--- src/rtl/add_sub_sequencer_pkg.sv ---
// Shared width default and FSM state encoding for the add/subtract sequencer.
package add_sub_sequencer_pkg;

  localparam int WIDTH_DEFAULT = 4;

  typedef enum logic [1:0] {
    ST_IDLE  = 2'd0,
    ST_ACCUM = 2'd1,
    ST_DONE  = 2'd2
  } state_t;

endpackage

--- src/rtl/add_sub_sequencer_adder.sv ---
// Combinational ripple-carry adder used by the sequencer for both add and subtract.
module adder4_core #(
  parameter int WIDTH = 4
) (
  input  logic             c_in,
  input  logic [WIDTH-1:0] A,
  input  logic [WIDTH-1:0] B,
  output logic [WIDTH-1:0] S,
  output logic             c_out
);

  logic c;

  always_comb begin
    S = '0;
    c = c_in;
    for (int i = 0; i < WIDTH; i++) begin
      S[i] = A[i] ^ B[i] ^ c;
      c    = (A[i] & B[i]) | (c & (A[i] ^ B[i]));
    end
    c_out = c;
  end

endmodule

--- src/rtl/add_sub_sequencer.sv ---
// Accumulates a counted run of operands, adding or subtracting each through one shared adder.
//
// state    | meaning
// ---------+---------------------------------------------------------------
// ST_IDLE  | waiting for start; result/flags hold the last sequence's values
// ST_ACCUM | accepting operands, one per op_valid cycle, until remaining hits 0
// ST_DONE  | single-cycle completion pulse, then back to idle
module add_sub_sequencer
  import add_sub_sequencer_pkg::*;
#(
  parameter int WIDTH = WIDTH_DEFAULT
) (
  input  logic             clk,
  input  logic             rst,
  input  logic             start,
  input  logic [2:0]       count,
  input  logic             sub,
  input  logic [WIDTH-1:0] op_data,
  input  logic             op_valid,
  output logic             op_ready,
  output logic [WIDTH-1:0] result,
  output logic             carry_out,
  output logic             overflow,
  output logic             busy,
  output logic             done
);

  state_t           state_q, state_d;
  logic [2:0]       remaining_q;
  logic             sub_q;
  logic             xfer;
  logic [WIDTH-1:0] b_eff;
  logic [WIDTH-1:0] sum;
  logic             c_out_w;
  logic             ovf_step;

  // Subtraction is A + ~B + 1: invert the operand and feed sub in as carry.
  assign b_eff    = op_data ^ {WIDTH{sub_q}};
  assign xfer     = (state_q == ST_ACCUM) && op_valid;
  assign ovf_step = (result[WIDTH-1] == b_eff[WIDTH-1]) && (sum[WIDTH-1] != result[WIDTH-1]);

  adder4_core #(.WIDTH(WIDTH)) u_adder (
    .c_in  (sub_q),
    .A     (result),
    .B     (b_eff),
    .S     (sum),
    .c_out (c_out_w)
  );

  always_comb begin
    state_d  = state_q;
    op_ready = 1'b0;
    busy     = 1'b0;
    done     = 1'b0;
    case (state_q)
      ST_IDLE: begin
        if (start) state_d = (count == 3'd0) ? ST_DONE : ST_ACCUM;
      end
      ST_ACCUM: begin
        op_ready = 1'b1;
        busy     = 1'b1;
        if (xfer && (remaining_q == 3'd1)) state_d = ST_DONE;
      end
      ST_DONE: begin
        busy    = 1'b1;
        done    = 1'b1;
        state_d = ST_IDLE;
      end
      default: state_d = ST_IDLE;
    endcase
  end

  always_ff @(posedge clk) begin
    if (rst) begin
      state_q     <= ST_IDLE;
      remaining_q <= 3'd0;
      sub_q       <= 1'b0;
      result      <= '0;
      carry_out   <= 1'b0;
      overflow    <= 1'b0;
    end else begin
      state_q <= state_d;
      if ((state_q == ST_IDLE) && start) begin
        remaining_q <= count;
        sub_q       <= sub;
        result      <= '0;
        carry_out   <= 1'b0;
        overflow    <= 1'b0;
      end else if (xfer) begin
        remaining_q <= remaining_q - 3'd1;
        result      <= sum;
        carry_out   <= c_out_w;
        overflow    <= overflow | ovf_step;
      end
    end
  end

endmodule

--- config.mk ---
export PLATFORM = sky130hd
export DESIGN_NAME = add_sub_sequencer
export DESIGN_NICKNAME = d
export VERILOG_FILES = /design/src/rtl/add_sub_sequencer_pkg.sv /design/src/rtl/add_sub_sequencer_adder.sv /design/src/rtl/add_sub_sequencer.sv
export SDC_FILE = /design/constraint.sdc
export NUM_CORES = 1
export LEC_CHECK = 0
export CAP_MARGIN = 0
export CORE_ASPECT_RATIO = 1.2
export CORE_MARGIN = 4
export CORE_UTILIZATION = 44
export CTS_BUF_LIST = sky130_fd_sc_hd__clkbuf_2
export CTS_CLUSTER_DIAMETER = 80
export DETAILED_ROUTE_END_ITERATION = 10
export PLACE_DENSITY = 0.75
export SYNTH_ARGS = -nofsm -noshare
export SYNTH_HDL_FRONTEND = slang
export SYNTH_SLANG_ARGS = --single-unit
--- constraint.sdc ---
create_clock -name clk -period 3.1 [get_ports clk]
set_clock_uncertainty 0.2 [all_clocks]
set_input_delay 0.62 -clock clk [delete_from_list [all_inputs] [get_ports clk]]
set_output_delay 0.62 -clock clk [all_outputs]
set_load 0.03 [all_outputs]
==> results.md <==
- Post-detailed-placement cell area: 912 um2
- Total routing resource utilization after global routing: 14.2%
- Cells traversed along the worst timing path: clkdlybuf4s50_1, xnor2_1, fa_2, inv_1, fa_2, fa_1, xnor2_1, or3_1, a21oi_2
- Average routed wire per standard cell: 12.6 um
- Critical Path Start: op_data[1]
- Final core utilization: 63.8%
- DRC violation count after routing: 0
- Tightest Hold Check Type: reg2reg
- Initial DRC Count: 2
- Maximum root-to-sink buffer count: 2
- Number of hold-repair buffers added at the cts stage: 0
- Outcome: finished, final reports clean
- Hold violation total from the final report: 0
- Critical-path maximum fanout: 2
- Fin. max-slew vios: 0
- Number of nets still failing antenna checks after routing: 0
- Fraction of final layout cells sized beyond drive strength 1: 9.00%
- FF-to-FF setup slack: 0.43 ns
- Port bufs: 20
- Die H: 52.1 um
- Weighted congestion reported at the end of routability-driven placement: 0.769
- Max Clock Freq: 340 MHz
- CTS Root Buffer Type: sky130_fd_sc_hd__clkbuf_2
- Io pins: 21
- Average cell area after synthesis: 9.03 um2
- Area leader, netlist: sky130_fd_sc_hd__dfxtp_1
- Die Outline Area: 0.00233 mm2
- Leakage power: 0.369 nW
- Reg2Reg Capture Point: overflow
- Number of buffers added for setup after CTS: 0
- Initial antenna violation count: 0
- Slowest cell on the critical path: sky130_fd_sc_hd__fa_1
- Period utilization: 95.0%
- Class of the most critical setup path: in2reg
- Count of TritonRoute iterations in the first routing pass: 4
- Worst-skew pair later-pin latency: 0.28 ns
- Sum of routed wire length over all layers: 1480 um
- Number of standard cells after synthesis: 79
- Yosys warning total: 0
- Portion of synthesized cell area occupied by the leading cell type: 33.7%
- Worst hold slack: 0.271 ns
- Final Critical Period: 2.94 ns
- Total number of vias: 606
- Worst slew margin relative to its limit: 79.3%
- HP Start: carry_out
- Placeable core region: 0.00148 mm2
- Fraction of the yosys area taken by sequential cells: 33.7%
- Capturing element type of the critical path: flop
- CTS tree: yes
- Total CTS buffers: 3
- Detailed-route vias per instance: 5.18
- Cell depth of the worst flop-to-flop path: 8
- Total number of nets in the final design: 122
- FF-to-FF Start: sub_q
- Die X: 44.8 um
- Remaining global-route overflow: 0
- Final setup violating endpoints: 0
- Worst setup slack before clock tree synthesis: -0.204 ns
- Syn Std Cell Area: 713 um2
- Clk slew on worst S/H paths: 0.13 ns
- Hold path cells: 2
- Detailed placement HPWL: 1150 um
- Syn nets: 100
- Cell with the most instances after synthesis: sky130_fd_sc_hd__dfxtp_1
- Diode insertion count for antenna repair: 0
- Power after layout: 426 uW
- Number of enable-type register cells in the synthesized netlist: 0
- Endpoint of the worst hold path: carry_out
- RSZ-0062 raised after global routing: no
- WP data required: 3.12 ns
- Commonest cells post-synth: sky130_fd_sc_hd__dfxtp_1, sky130_fd_sc_hd__nand2_1, sky130_fd_sc_hd__inv_1, sky130_fd_sc_hd__ha_1, sky130_fd_sc_hd__a21oi_1
- Number of different library cells in the post-synthesis netlist: 27
- #FFs+latches synth: 12
- Slew @ Worst Pin: 0.309 ns
- Post-route worst setup slack: 0.155 ns
- Final instance area: 946 um2
- Pwr dens: 451 mW/mm2
- Number of levels the H-tree was split into: 1
- Maximum VDD drop: 0.000292 V
- Biggest cell delay along the critical path: 0.52 ns
- Layout-stage area growth over the synthesis result: 32.6%
- Max-capacitance violation count: 0
- Global-route wire length before repair: 2310 um
- Number of clock sinks: 12
- Ys flop type: sky130_fd_sc_hd__dfxtp_1
- Number of global-route vias before repair: 564
- Maximum number of pins on one net before global-route repair: 10
- Launching element type of the critical path: input port
- Cell row count: 15
- Dominant cells by area after synthesis: sky130_fd_sc_hd__dfxtp_1, sky130_fd_sc_hd__ha_1, sky130_fd_sc_hd__fa_1
- Async set-or-reset flop fraction in the synthesized netlist: 0%
- Starting Density: 48.1%
- Data arrival, critical path: 2.97 ns
[flip-flops by register name, indices dropped and copies added, names as in the netlist]
register	flops
carry_out	1
overflow	1
remaining_q	3
result	4
state_q	2
sub_q	1
[kinds of logic (layout without fill, tap and decap cells)]
family / count (synthesis) / in the layout / share of synthesized area [%]
xor+xnor: 7 / 7 / 8.60
simple gates: 23 / 23 / 14.2
flops: 12 / 12 / 33.7
compound gates: 15 / 15 / 15.3
fa+ha+maj: 9 / 9 / 18.9
buf+inv: 12 / 33 / 7.89
mux: 1 / 1 / 1.40
[critical path, delay by kind of cell]
| family | cells | cell delay (ns) |
|---|---|---|
| fa+ha+maj | 3 | 1.08 |
| buf+inv | 2 | 0.47 |
| xor+xnor | 2 | 0.35 |
| compound gates | 1 | 0.14 |
| simple gates | 1 | 0.32 |
[layer usage]
metal	wire length [um]	track usage, %	vias to the layer above
met1	619	15.0	276
met2	735	23.7	19
met5	0	0	-
met4	38	9.05	0
met3	86	4.15	5
li1	-	-	306
[cell type report]
cell class,instances,area [um2]
multi-input cells,55,429
clock inverters,1,3.75
clock buffers,3,15.0
fillers,132,537
inverters,9,33.8
well taps,17,21.3
flip-flops and latches,12,240
repair buffers,20,203
[through the flow]
step	setup TNS, ns	instances
floorplan	0	79
global placement	-0.138	113
detailed placement	-0.204	113
CTS	0	117
global route	0	117
finish	0	117
[placed cells by master, fill, tap and decap left out, drive strengths merged, types with 3 or more instances in the layout]
master,synthesis,layout
a211oi,3,3
a21oi,5,5
clkbuf,1,3
clkdlybuf4s50,0,19
dfxtp,12,12
fa,3,3
ha,6,6
inv,9,9
nand2,11,11
nand3,4,4
nor2,4,4
xnor2,3,3
xor2,4,4
[where the power goes]
group	total (mW)	switching (mW)	internal [mW]
sequential	0.182	0.0131	0.169
clock	0.0829	0.0549	0.0280
combinational	0.161	0.0879	0.0736
[worst max path at each step]
| stage | cells past startpoint | end |
|---|---|---|
| 2_1_floorplan | 8 | overflow |
| 3_3_place_gp | 9 | overflow |
| 3_5_place_dp | 9 | overflow |
| 4_1_cts | 9 | overflow |
| 5_1_grt | 9 | overflow |
| 6_report | 9 | overflow |
[timing repair]
| action | 4_1_cts | 5_1_grt |
|---|---|---|
| endpoints found under the setup margin | 0 | 1 |
| endpoints found under the hold margin | 0 | 0 |
| resized for setup | 0 | 5 |
Note: power is estimated with default switching activity, not from simulation.
